## src/rtl/bnn_conv_kxk.sv

```systemverilog
// Binary KxK convolution core: XNOR of a sliding window against a serially
// loaded kernel, popcount, then signed +/-1 sum and thresholded sign bit.
module bnn_conv_kxk #(
    parameter  int K       = 3,
    parameter  int CIN     = 1,
    parameter  int MAX_DIM = 28,
    localparam int N       = K * K * CIN,
    localparam int SW      = $clog2(N + 1) + 1
) (
    input  logic                 clk,
    input  logic                 rstn,
    input  logic [7:0]           cfg_width,
    input  logic [7:0]           cfg_height,
    input  logic                 wt_clear,
    input  logic                 wt_valid,
    input  logic                 wt_bit,
    output logic                 wt_loaded,
    input  logic                 frame_start,
    input  logic                 col_valid,
    input  logic [K*CIN-1:0]     col_data,
    input  logic signed [SW-1:0] thresh,
    output logic signed [SW-1:0] dout,
    output logic                 dout_bit,
    output logic                 dout_valid,
    output logic                 frame_done
);

    localparam int IW = $clog2(N + 1);
    localparam int CW = $clog2(MAX_DIM + 1);
    localparam logic [CW-1:0] KM1_C = CW'(K - 1);
    localparam logic [CW-1:0] K_C   = CW'(K);

    // Kernel and load index
    logic [N-1:0]  kern_q, kern_d;
    logic [IW-1:0] idx_q, idx_d;
    logic          loaded_q, loaded_d;

    // Window (column 0 oldest) and frame counters
    logic [K-1:0][K*CIN-1:0] cols_q, cols_d;
    logic [CW-1:0] col_idx_q, col_idx_d, row_idx_q, row_idx_d;
    logic [CW-1:0] width_q, width_d, height_q, height_d;
    logic          active_q, active_d;

    // Pipeline stages
    logic [N-1:0]         xnor_q, xnor_d;
    logic                 v1_q, last1_q;
    logic [IW-1:0]        pop_q, pop_d;
    logic                 v2_q, last2_q;
    logic signed [SW-1:0] dout_q, dout_d;
    logic                 dout_bit_q, dout_bit_d;
    logic                 dout_valid_q, frame_done_q;

    logic [CW-1:0] col_cur, row_cur, w_cur, h_cur;
    logic          act_cur, accept, launch, last;
    logic [N-1:0]  win_flat;

    always_comb begin
        kern_d   = kern_q;
        idx_d    = idx_q;
        loaded_d = loaded_q;
        if (wt_clear) begin
            kern_d   = '0;
            idx_d    = '0;
            loaded_d = 1'b0;
        end else if (wt_valid && !loaded_q) begin
            kern_d[idx_q] = wt_bit;
            idx_d         = idx_q + IW'(1);
            loaded_d      = (idx_q + IW'(1) == IW'(N));
        end
    end

    // frame_start restarts the frame in the same cycle it may deliver column 0
    always_comb begin
        col_cur = frame_start ? '0 : col_idx_q;
        row_cur = frame_start ? '0 : row_idx_q;
        w_cur   = frame_start ? CW'(cfg_width) : width_q;
        h_cur   = frame_start ? CW'(cfg_height) : height_q;
        act_cur = frame_start | active_q;
        accept  = col_valid & loaded_q & ~wt_clear & act_cur;
        launch  = accept && (col_cur >= KM1_C);
        last    = launch && (col_cur == w_cur - CW'(1)) && (row_cur == h_cur - K_C);

        col_idx_d = col_cur;
        row_idx_d = row_cur;
        width_d   = w_cur;
        height_d  = h_cur;
        active_d  = act_cur;
        cols_d    = frame_start ? '0 : cols_q;
        if (accept) begin
            for (int c = 0; c < K - 1; c++) begin
                cols_d[c] = frame_start ? '0 : cols_q[c+1];
            end
            cols_d[K-1] = col_data;
            if (col_cur == w_cur - CW'(1)) begin
                col_idx_d = '0;
                row_idx_d = row_cur + CW'(1);
            end else begin
                col_idx_d = col_cur + CW'(1);
            end
            if (last) begin
                active_d = 1'b0;
            end
        end
    end

    always_comb begin
        win_flat = '0;
        for (int r = 0; r < K; r++) begin
            for (int c = 0; c < K; c++) begin
                for (int ch = 0; ch < CIN; ch++) begin
                    win_flat[(r*K+c)*CIN+ch] = cols_d[c][r*CIN+ch];
                end
            end
        end
        xnor_d = ~(win_flat ^ kern_q);
    end

    always_comb begin
        pop_d = '0;
        for (int i = 0; i < N; i++) begin
            pop_d = pop_d + IW'(xnor_q[i]);
        end
    end

    // 2P-N computed modulo 2^SW; the true result always fits in SW signed bits
    always_comb begin
        dout_d     = $signed({pop_q, 1'b0}) - $signed(SW'(N));
        dout_bit_d = (dout_d >= thresh);
    end

    always_ff @(posedge clk or negedge rstn) begin
        if (!rstn) begin
            kern_q       <= '0;
            idx_q        <= '0;
            loaded_q     <= 1'b0;
            cols_q       <= '0;
            col_idx_q    <= '0;
            row_idx_q    <= '0;
            width_q      <= '0;
            height_q     <= '0;
            active_q     <= 1'b0;
            xnor_q       <= '0;
            v1_q         <= 1'b0;
            last1_q      <= 1'b0;
            pop_q        <= '0;
            v2_q         <= 1'b0;
            last2_q      <= 1'b0;
            dout_q       <= '0;
            dout_bit_q   <= 1'b0;
            dout_valid_q <= 1'b0;
            frame_done_q <= 1'b0;
        end else begin
            kern_q       <= kern_d;
            idx_q        <= idx_d;
            loaded_q     <= loaded_d;
            cols_q       <= cols_d;
            col_idx_q    <= col_idx_d;
            row_idx_q    <= row_idx_d;
            width_q      <= width_d;
            height_q     <= height_d;
            active_q     <= active_d;
            xnor_q       <= xnor_d;
            v1_q         <= launch;
            last1_q      <= last;
            pop_q        <= pop_d;
            v2_q         <= v1_q;
            last2_q      <= last1_q;
            dout_q       <= dout_d;
            dout_bit_q   <= dout_bit_d;
            dout_valid_q <= v2_q;
            frame_done_q <= last2_q;
        end
    end

    assign wt_loaded  = loaded_q;
    assign dout       = dout_q;
    assign dout_bit   = dout_bit_q;
    assign dout_valid = dout_valid_q;
    assign frame_done = frame_done_q;

endmodule

```

## config.mk

```make
export PLATFORM = sky130hd
export DESIGN_NAME = bnn_conv_kxk
export DESIGN_NICKNAME = d
export VERILOG_FILES = /design/src/rtl/bnn_conv_kxk.sv
export SDC_FILE = /design/constraint.sdc
export NUM_CORES = 1
export LEC_CHECK = 0
export BUFFER_PORTS_ARGS = -buffer_cell sky130_fd_sc_hd__buf_2
export CORE_ASPECT_RATIO = 1.1
export CORE_MARGIN = 3
export CORE_UTILIZATION = 63
export DETAILED_ROUTE_END_ITERATION = 8
export PLACE_DENSITY = 0.9
export SKIP_LAST_GASP = 1
export SLEW_MARGIN = 20
export SYNTH_ARGS = -nofsm -noshare
export SYNTH_HDL_FRONTEND = slang
export SYNTH_SLANG_ARGS = --single-unit
```

## constraint.sdc

```tcl
create_clock -name clk -period 7.6 [get_ports clk]
set_clock_uncertainty 0.2 [all_clocks]
set_input_delay 0.76 -clock clk [delete_from_list [all_inputs] [get_ports clk]]
set_output_delay 0.76 -clock clk [all_outputs]
set_load 0.05 [all_outputs]
```

==> run_summary.xml, run 1 <==
<?xml version="1.0" encoding="UTF-8"?>
<metrics>
  <group name="status">
    <metric name="outcome" unit="">complete, no violations</metric>
  </group>
  <group name="detailed_routing">
    <metric name="detail_route.first_pass.iterations" unit="">4</metric>
    <metric name="routed_wl" unit="um">6600</metric>
    <metric name="drt_drc_violations_left" unit="">0</metric>
    <metric name="via_count" unit="">2523</metric>
    <metric name="routed_wire_length_per_instance" unit="um">14.4</metric>
    <metric name="route.antenna.remaining_nets" unit="">0</metric>
    <metric name="via_density" unit="">5.51</metric>
    <metric name="drt_iter0_drc" unit="">191</metric>
  </group>
  <group name="clock_network">
    <metric name="cts-htree-levels" unit="">3</metric>
    <metric name="clk-insertion-delay-late" unit="ns">0.34</metric>
    <metric name="numCtsBuffers" unit="">9</metric>
    <metric name="clock_tree_from_tritoncts" unit="">built</metric>
    <metric name="clkSinkCount" unit="">69</metric>
    <metric name="clkTransAtPathRegs" unit="ns">0.07</metric>
    <metric name="post-cts-setup-buffers" unit="">0</metric>
    <metric name="cts-hold-fix-buffers" unit="">0</metric>
    <metric name="post_cts_resize_count" unit="">0</metric>
    <metric name="clockBufferDepth" unit="">2</metric>
    <metric name="ctsRootBufferMaster" unit="">sky130_fd_sc_hd__clkbuf_8</metric>
  </group>
  <group name="layout">
    <metric name="syn_to_layout_area_delta" unit="%">11.2</metric>
    <metric name="finish.instance_area" unit="sq mm">0.00400</metric>
    <metric name="post_layout_nonfiller_instances" unit="">458</metric>
    <metric name="n_fill_cell" unit="">402</metric>
    <metric name="post-route-util" unit="">0.732</metric>
    <metric name="nNetsFinal" unit="">430</metric>
    <metric name="final-seq-area" unit="sq mm">0.00173</metric>
    <metric name="antenna-diode-count" unit="">0</metric>
    <metric name="multi_input_area" unit="sq mm">0.00171</metric>
    <metric name="drive_above_1_share" unit="">0.170</metric>
  </group>
  <group name="synthesis">
    <metric name="yosys_warnings" unit="">0</metric>
    <metric name="syn_nets" unit="">397</metric>
    <metric name="synth-seq-cells" unit="">69</metric>
    <metric name="avgSynthCellArea" unit="sq um">10.4</metric>
    <metric name="synthCells" unit="">345</metric>
    <metric name="synth-edff-count" unit="">0</metric>
    <metric name="dominantRegCellSynth" unit="">sky130_fd_sc_hd__dfrtp_1</metric>
    <metric name="postSynth.asyncResetShare" unit="">1.00</metric>
    <metric name="synth_area" unit="sq mm">0.00359</metric>
    <metric name="synth-seq-area-share" unit="">0.480</metric>
    <metric name="yosysUniqueCellTypes" unit="">51</metric>
  </group>
  <group name="timing">
    <metric name="fin_tns_setup" unit="ns">0</metric>
    <metric name="actual_transition_at_the_worst_max_transition_pin" unit="ns">0.941</metric>
    <metric name="timing.final.setup_violations" unit="">0</metric>
    <metric name="timing.fmax" unit="GHz">0.281</metric>
    <metric name="max-slew-margin-rel" unit="">0.369</metric>
    <metric name="rsz0062_at_grt" unit="">no</metric>
    <metric name="finalHoldViolCount" unit="">0</metric>
    <metric name="min_period_over_period" unit="">0.469</metric>
    <metric name="slew_viol_final" unit="">0</metric>
    <metric name="timing.final.crit_period" unit="ns">3.56</metric>
  </group>
  <group name="placement">
    <metric name="io_buffers" unit="">32</metric>
    <metric name="dpl-instance-area" unit="sq mm">0.00379</metric>
    <metric name="dpl.hpwl" unit="um">4610</metric>
    <metric name="dp.cells" unit="">442</metric>
    <metric name="place.gp.congestion" unit="">0.786</metric>
  </group>
  <group name="worst_setup_path">
    <metric name="timing.reg2reg.worst_path_depth" unit="">8</metric>
    <metric name="reg2reg_setup_slack" unit="ns">4.34</metric>
    <metric name="r2r-start" unit="">xnor_q[0]</metric>
    <metric name="crit_type" unit="">in2reg</metric>
    <metric name="worst_reg2reg_endpoint" unit="">pop_q[2]</metric>
    <metric name="cp_max_fo" unit="">53</metric>
    <metric name="setup.worst_path.start" unit="">frame_start</metric>
    <metric name="crit_path_start_kind" unit="">input pin</metric>
    <metric name="cp-end-kind" unit="">flop</metric>
    <metric name="worstPathRequired" unit="ns">7.62</metric>
    <metric name="critPathArrivalTime" unit="ns">3.59</metric>
    <metric name="timing.critical_path.to" unit="">row_idx_q[1]</metric>
  </group>
  <group name="floorplan">
    <metric name="io_pins" unit="">40</metric>
    <metric name="die_ar" unit="sq mm">0.00665</metric>
    <metric name="core" unit="sq mm">0.00547</metric>
    <metric name="die_y" unit="um">85.2</metric>
    <metric name="start_util" unit="">0.658</metric>
    <metric name="die_x" unit="um">78.0</metric>
    <metric name="row_count" unit="">28</metric>
  </group>
  <group name="power_and_ir_drop">
    <metric name="power_density" unit="mW/mm^2">201</metric>
    <metric name="vdd_drop_max" unit="mV">0.107</metric>
    <metric name="total_leakage_power" unit="nW">1.82</metric>
  </group>
  <group name="worst_hold_path">
    <metric name="hold_path_class" unit="">reg2reg</metric>
  </group>
  <group name="global_route">
    <metric name="number_of_antenna_violations_at_the_first_check_in_global_routing" unit="">0</metric>
    <metric name="vias_in_the_first_global_route" unit="">2588</metric>
    <metric name="overall_track_demand_over_capacity_in_global_routing" unit="">0.224</metric>
    <metric name="grt_pass1_wl" unit="um">11600</metric>
    <metric name="grt_start_max_net_pins" unit="">70</metric>
    <metric name="grt_overflow_total" unit="">0</metric>
  </group>
  <group name="flow_run">
    <metric name="timing.max_cap.violations" unit="">0</metric>
  </group>
</metrics>
stage by stage:
| step | power (mW) | setup WS [ns] | hold WS [ns] |
|---|---|---|---|
| final | 0.804 | 4.04 | 0.150 |
| after global routing | 0.839 | 3.84 | 0.160 |
| after CTS | 0.811 | 4.06 | 0.153 |
| after detailed placement | 0.498 | 3.70 | 0.137 |
| after global placement | 0.492 | 3.83 | 0.132 |
| after floorplan | 0.466 | 4.03 | 0.131 |
metal layers:
layer | track usage | vias to the layer above | part of all wire
li1 | - | 1225 | -
met1 | 0.259 | 1237 | 0.42
met2 | 0.404 | 53 | 0.53
met3 | 0.0520 | 8 | 0.036
met4 | 0.0827 | 0 | 0.013
met5 | 0 | - | 0
critical path, cell delays in order:
cell	delay (ns)
sky130_fd_sc_hd__buf_2	0.71
sky130_fd_sc_hd__mux2i_2	0.38
sky130_fd_sc_hd__ha_1	0.31
sky130_fd_sc_hd__xnor2_1	0.16
sky130_fd_sc_hd__o2111ai_1	0.15
sky130_fd_sc_hd__o31a_1	0.28
sky130_fd_sc_hd__nor4_4	0.46
sky130_fd_sc_hd__mux2_1	0.37
cell type report:
type / instances / share of cell area
flip-flops and latches: 69 / 0.432
multi-input cells: 240 / 0.426
clock buffers: 13 / 0.0422
repair buffers: 33 / 0.0419
inverters: 25 / 0.0235
well taps: 75 / 0.0235
clock inverters: 3 / 0.0106
synthesized netlist by cell type (all sizes together), types with 2 or more instances:
| library cell | number | area (sq um) |
|---|---|---|
| o21ai | 14 | 73.8 |
| buf | 7 | 53.8 |
| nand3b | 4 | 30.0 |
| mux2i | 3 | 33.8 |
| nor2 | 15 | 58.8 |
| xor2 | 10 | 87.6 |
| and3 | 4 | 25.0 |
| xnor2 | 22 | 200 |
| nand4 | 2 | 12.5 |
| nor2b | 8 | 50.1 |
| mux2 | 8 | 90.1 |
| nor4 | 6 | 67.6 |
| nand2 | 53 | 199 |
| ha | 16 | 200 |
| o2111ai | 2 | 17.5 |
| inv | 25 | 93.8 |
| a21oi | 20 | 100 |
| nand2b | 9 | 56.3 |
| nor3 | 7 | 45.0 |
| fa | 5 | 100 |
| clkbuf | 4 | 15.0 |
| or3 | 3 | 23.8 |
| nand3 | 8 | 40.0 |
| nand4bb | 2 | 22.5 |
| dfrtp | 69 | 1730 |
| o22ai | 4 | 25.0 |
logic make-up (layout without fill, tap and decap cells):
| kind of cell | after synthesis | after routing | share of synthesized area |
|---|---|---|---|
| buffers and inverters | 36 | 74 | 0.0452 |
| XOR/XNOR | 32 | 32 | 0.0801 |
| AO/OA/AOI/OAI | 51 | 51 | 0.0929 |
| AND/OR/NAND/NOR | 124 | 124 | 0.182 |
| adder cells (fa/ha/maj) | 21 | 21 | 0.0835 |
| other | 1 | 1 | 0.00104 |
| multiplexers | 11 | 11 | 0.0345 |
| flip-flops | 69 | 69 | 0.480 |
power breakdown:
part,switching (mW),total [mW],internal (mW)
clock network,0.135,0.314,0.178
logic,0.0667,0.103,0.0367
registers,0.00827,0.387,0.379
total,0.210,0.804,0.594
worst min path at each step:
stage	from	endpoint	cells past startpoint	slack, ns
floorplan	v2_q	dout_valid	0	0.13
global placement	v2_q	dout_valid	0	0.13
detailed placement	v2_q	dout_valid	0	0.14
CTS	v2_q	dout_valid	0	0.15
global route	v2_q	dout_valid	0	0.16
finish	v2_q	dout_valid	0	0.15
cells in the final DEF (no fill, tap or decap), drive strengths merged, types with 2 or more instances in the layout:
cell / synthesis / final
a21oi: 20 / 20
and3: 4 / 4
buf: 7 / 33
clkbuf: 4 / 13
dfrtp: 69 / 69
fa: 5 / 5
ha: 16 / 16
inv: 25 / 25
mux2: 8 / 8
mux2i: 3 / 3
nand2: 53 / 53
nand2b: 9 / 9
nand3: 8 / 8
nand3b: 4 / 4
nand4: 2 / 2
nand4bb: 2 / 2
nor2: 15 / 15
nor2b: 8 / 8
nor3: 7 / 7
nor4: 6 / 6
o2111ai: 2 / 2
o21ai: 14 / 14
o22ai: 4 / 4
or3: 3 / 3
xnor2: 22 / 22
xor2: 10 / 10
sequential cells by signal, indices dropped and copies added, names as in the netlist:
signal	flops
active_q	1
col_idx_q	5
cols_q	9
dout	5
dout_bit	1
dout_valid	1
frame_done	1
height_q	5
idx_q	4
kern_q	9
last1_q	1
last2_q	1
pop_q	4
row_idx_q	5
v1_q	1
v2_q	1
width_q	5
wt_loaded	1
xnor_q	9
No activity file was read; power rests on OpenSTA's default activity.
==> inputs of run 2 (changes only) <==
CORE_UTILIZATION = 58   (was 63)
PLACE_DENSITY = 0.84   (was 0.9)
clock period = 3.4 ns   (was 7.6 ns; I/O delays follow)
==> run 2 against run 1 <==
Compared with the run above: first-iteration DRC count down 57%; hold slack worse by 0.12 ns; highest routed layer unchanged; count of clock-buffer cells in the layout down 3; sequential power up 120%; core utilization down 4.1 points; global-route usage down 2.5 points; worst setup slack worse by 3.8 ns; critical path type is now reg2reg; flip-flop and latch count unchanged.
==> run_summary.xml, run 2 (synthesis gave the netlist of run 1 again) <==
<?xml version="1.0" encoding="UTF-8"?>
<metrics>
  <group name="status">
    <metric name="outcome" unit="">complete, no violations</metric>
  </group>
  <group name="worst_setup_path">
    <metric name="critPathSlowestCell" unit="">sky130_fd_sc_hd__fa_1</metric>
    <metric name="cp_max_fo" unit="">2</metric>
    <metric name="crit_path_start_kind" unit="">flop</metric>
    <metric name="cp_common_cell" unit="">sky130_fd_sc_hd__fa_1</metric>
    <metric name="worstPathRequired" unit="ns">3.43</metric>
    <metric name="critPathArrivalTime" unit="ns">3.23</metric>
    <metric name="cp_cell_sequence" unit="">fa_1, inv_1, fa_1, fa_1, inv_1, fa_1, fa_1, xor2_1</metric>
    <metric name="cp-end-kind" unit="">flop</metric>
    <metric name="cpPeakStageDelay" unit="ns">0.53</metric>
    <metric name="crit_type" unit="">reg2reg</metric>
  </group>
  <group name="layout">
    <metric name="layout.cells.most_common_list" unit="">sky130_fd_sc_hd__dfrtp_1, sky130_fd_sc_hd__nand2_1, sky130_fd_sc_hd__buf_2</metric>
    <metric name="biggest_registers_after_layout" unit="">cols_q x9, kern_q x9, xnor_q x9</metric>
    <metric name="syn_to_layout_area_delta" unit="%">13.0</metric>
    <metric name="final-seq-area" unit="sq mm">0.00173</metric>
    <metric name="layout_commonest_cell" unit="">sky130_fd_sc_hd__dfrtp_1</metric>
    <metric name="nNetsFinal" unit="">436</metric>
    <metric name="post-route-util" unit="">0.691</metric>
    <metric name="n_fill_cell" unit="">467</metric>
    <metric name="drive_above_1_share" unit="">0.183</metric>
    <metric name="antenna-diode-count" unit="">0</metric>
    <metric name="multi_input_area" unit="sq mm">0.00171</metric>
  </group>
  <group name="clock_network">
    <metric name="clkSinkCount" unit="">69</metric>
    <metric name="clkTransAtPathRegs" unit="ns">0.07</metric>
    <metric name="clock_tree_from_tritoncts" unit="">built</metric>
    <metric name="clockBufferDepth" unit="">2</metric>
    <metric name="post_cts_resize_count" unit="">0</metric>
    <metric name="post-cts-setup-buffers" unit="">0</metric>
    <metric name="ctsRootBufferMaster" unit="">sky130_fd_sc_hd__clkbuf_8</metric>
    <metric name="cts-hold-fix-buffers" unit="">1</metric>
    <metric name="clk-insertion-delay-late" unit="ns">0.34</metric>
    <metric name="cts-htree-levels" unit="">3</metric>
    <metric name="numCtsBuffers" unit="">9</metric>
  </group>
  <group name="detailed_routing">
    <metric name="drt_drc_violations_left" unit="">0</metric>
    <metric name="routed_wl" unit="um">6170</metric>
    <metric name="via_count" unit="">2483</metric>
    <metric name="via_density" unit="">5.33</metric>
    <metric name="detail_route.first_pass.iterations" unit="">4</metric>
    <metric name="routed_wire_length_per_instance" unit="um">13.2</metric>
    <metric name="route.antenna.remaining_nets" unit="">0</metric>
    <metric name="drt_iter0_drc" unit="">83</metric>
  </group>
  <group name="power_and_ir_drop">
    <metric name="power_density" unit="mW/mm^2">452</metric>
    <metric name="comb_power_share" unit="">0.126</metric>
    <metric name="swShare" unit="">0.258</metric>
    <metric name="total_leakage_power" unit="nW">1.85</metric>
    <metric name="vdd_drop_max" unit="mV">0.239</metric>
    <metric name="power_switching" unit="uW">474</metric>
    <metric name="power.clock.fraction" unit="">0.403</metric>
    <metric name="power.internal" unit="mW">1.36</metric>
    <metric name="sequentialPowerShare" unit="">0.471</metric>
  </group>
  <group name="placement">
    <metric name="io_buffers" unit="">32</metric>
    <metric name="place.gp.congestion" unit="">0.814</metric>
    <metric name="dpl.hpwl" unit="um">4440</metric>
    <metric name="pre_cts_slack" unit="ns">0.175</metric>
  </group>
  <group name="floorplan">
    <metric name="core" unit="sq mm">0.00588</metric>
    <metric name="die_ar" unit="sq mm">0.00718</metric>
    <metric name="start_util" unit="">0.612</metric>
    <metric name="die_y" unit="um">88.6</metric>
    <metric name="io_pins" unit="">40</metric>
    <metric name="die_x" unit="um">81.1</metric>
    <metric name="row_count" unit="">29</metric>
  </group>
  <group name="timing">
    <metric name="max-slew-margin-rel" unit="">0.549</metric>
    <metric name="timing.fmax" unit="GHz">0.312</metric>
    <metric name="timing.final.crit_period" unit="ns">3.20</metric>
    <metric name="finalHoldViolCount" unit="">0</metric>
    <metric name="fin_tns_setup" unit="ns">0</metric>
    <metric name="actual_transition_at_the_worst_max_transition_pin" unit="ns">0.676</metric>
    <metric name="timing.final.setup_violations" unit="">0</metric>
    <metric name="setup_slack" unit="ns">0.196</metric>
    <metric name="fin_hold_ws" unit="ns">0.0310</metric>
    <metric name="rsz0062_at_grt" unit="">no</metric>
    <metric name="min_period_over_period" unit="">0.942</metric>
    <metric name="slew_viol_final" unit="">0</metric>
  </group>
  <group name="global_route">
    <metric name="grt_pass1_wl" unit="um">10800</metric>
    <metric name="vias_in_the_first_global_route" unit="">2482</metric>
    <metric name="number_of_antenna_violations_at_the_first_check_in_global_routing" unit="">0</metric>
    <metric name="grt_start_max_net_pins" unit="">32</metric>
    <metric name="grt_overflow_total" unit="">0</metric>
    <metric name="overall_track_demand_over_capacity_in_global_routing" unit="">0.199</metric>
  </group>
  <group name="flow_run">
    <metric name="timing.max_cap.violations" unit="">0</metric>
  </group>
  <group name="worst_hold_path">
    <metric name="hold_path_class" unit="">in2reg</metric>
  </group>
</metrics>
## run 2: changes by cell type in the layout (fill, tap and decap cells not counted)
| cell | before | now |
|---|---|---|
| sky130_fd_sc_hd__buf_4 | 1 | 6 |
| sky130_fd_sc_hd__bufinv_16 | 1 | 2 |
| sky130_fd_sc_hd__clkbuf_1 | 1 | 0 |
| sky130_fd_sc_hd__clkbuf_8 | 12 | 10 |
| sky130_fd_sc_hd__clkinv_2 | 1 | 2 |
| sky130_fd_sc_hd__clkinv_4 | 0 | 1 |
| sky130_fd_sc_hd__dlygate4sd3_1 | 0 | 1 |
## run 2: worst max-delay path: cells and delay by family, from the launching register on
| family | cells | cell delay [ns] |
|---|---|---|
| fa+ha+maj | 5 | 2.26 |
| flops | 1 | 0.39 |
| xor+xnor | 1 | 0.15 |
| buf+inv | 2 | 0.10 |
## run 2: final cells by class
type	instances	area share
Clock buffer	10	0.0339
Multi-Input combinational cell	240	0.420
Inverter	25	0.0231
Tap cell	77	0.0237
Sequential cell	69	0.425
Clock inverter	6	0.0213
Timing Repair Buffer	39	0.0530
## run 2: routing by layer
metal | vias up | global-route usage | share of wire
met4 | 0 | 0.104 | 0.030
met1 | 1173 | 0.258 | 0.45
met2 | 57 | 0.316 | 0.48
li1 | 1237 | - | -
met5 | - | 0 | 0
met3 | 16 | 0.0407 | 0.041
## run 2: stage by stage
stage | instance area [sq um] | total power, mW | cells
floorplan | 3590 | 1.04 | 345
global placement | 3830 | 1.10 | 449
detailed placement | 3830 | 1.11 | 449
CTS | 4060 | 1.86 | 466
global route | 4060 | 1.93 | 466
finish | 4060 | 1.84 | 466
## run 2: path summary, 6_finish.rpt
kind                       depth (start not counted)         from  slack (ns)         end
max                                                8    xnor_q[0]        0.20    pop_q[2]
min                                                3  col_data[0]        0.03   cols_q[6]
max reg2reg                                        8    xnor_q[0]        0.20    pop_q[2]
min reg2reg                                        0         v1_q        0.15        v2_q
max in group asynchronous                          3         rstn        1.87   kern_q[4]
min in group asynchronous                          2         rstn        0.37  width_q[2]
## run 2: power groups by stage
stage | clock (mW) | sequential, mW | combinational [mW]
2_1_floorplan | 0 | 0.906 | 0.136
3_3_place_gp | 0 | 0.879 | 0.224
3_5_place_dp | 0 | 0.881 | 0.231
4_1_cts | 0.757 | 0.865 | 0.235
5_1_grt | 0.799 | 0.868 | 0.259
6_report | 0.741 | 0.865 | 0.231
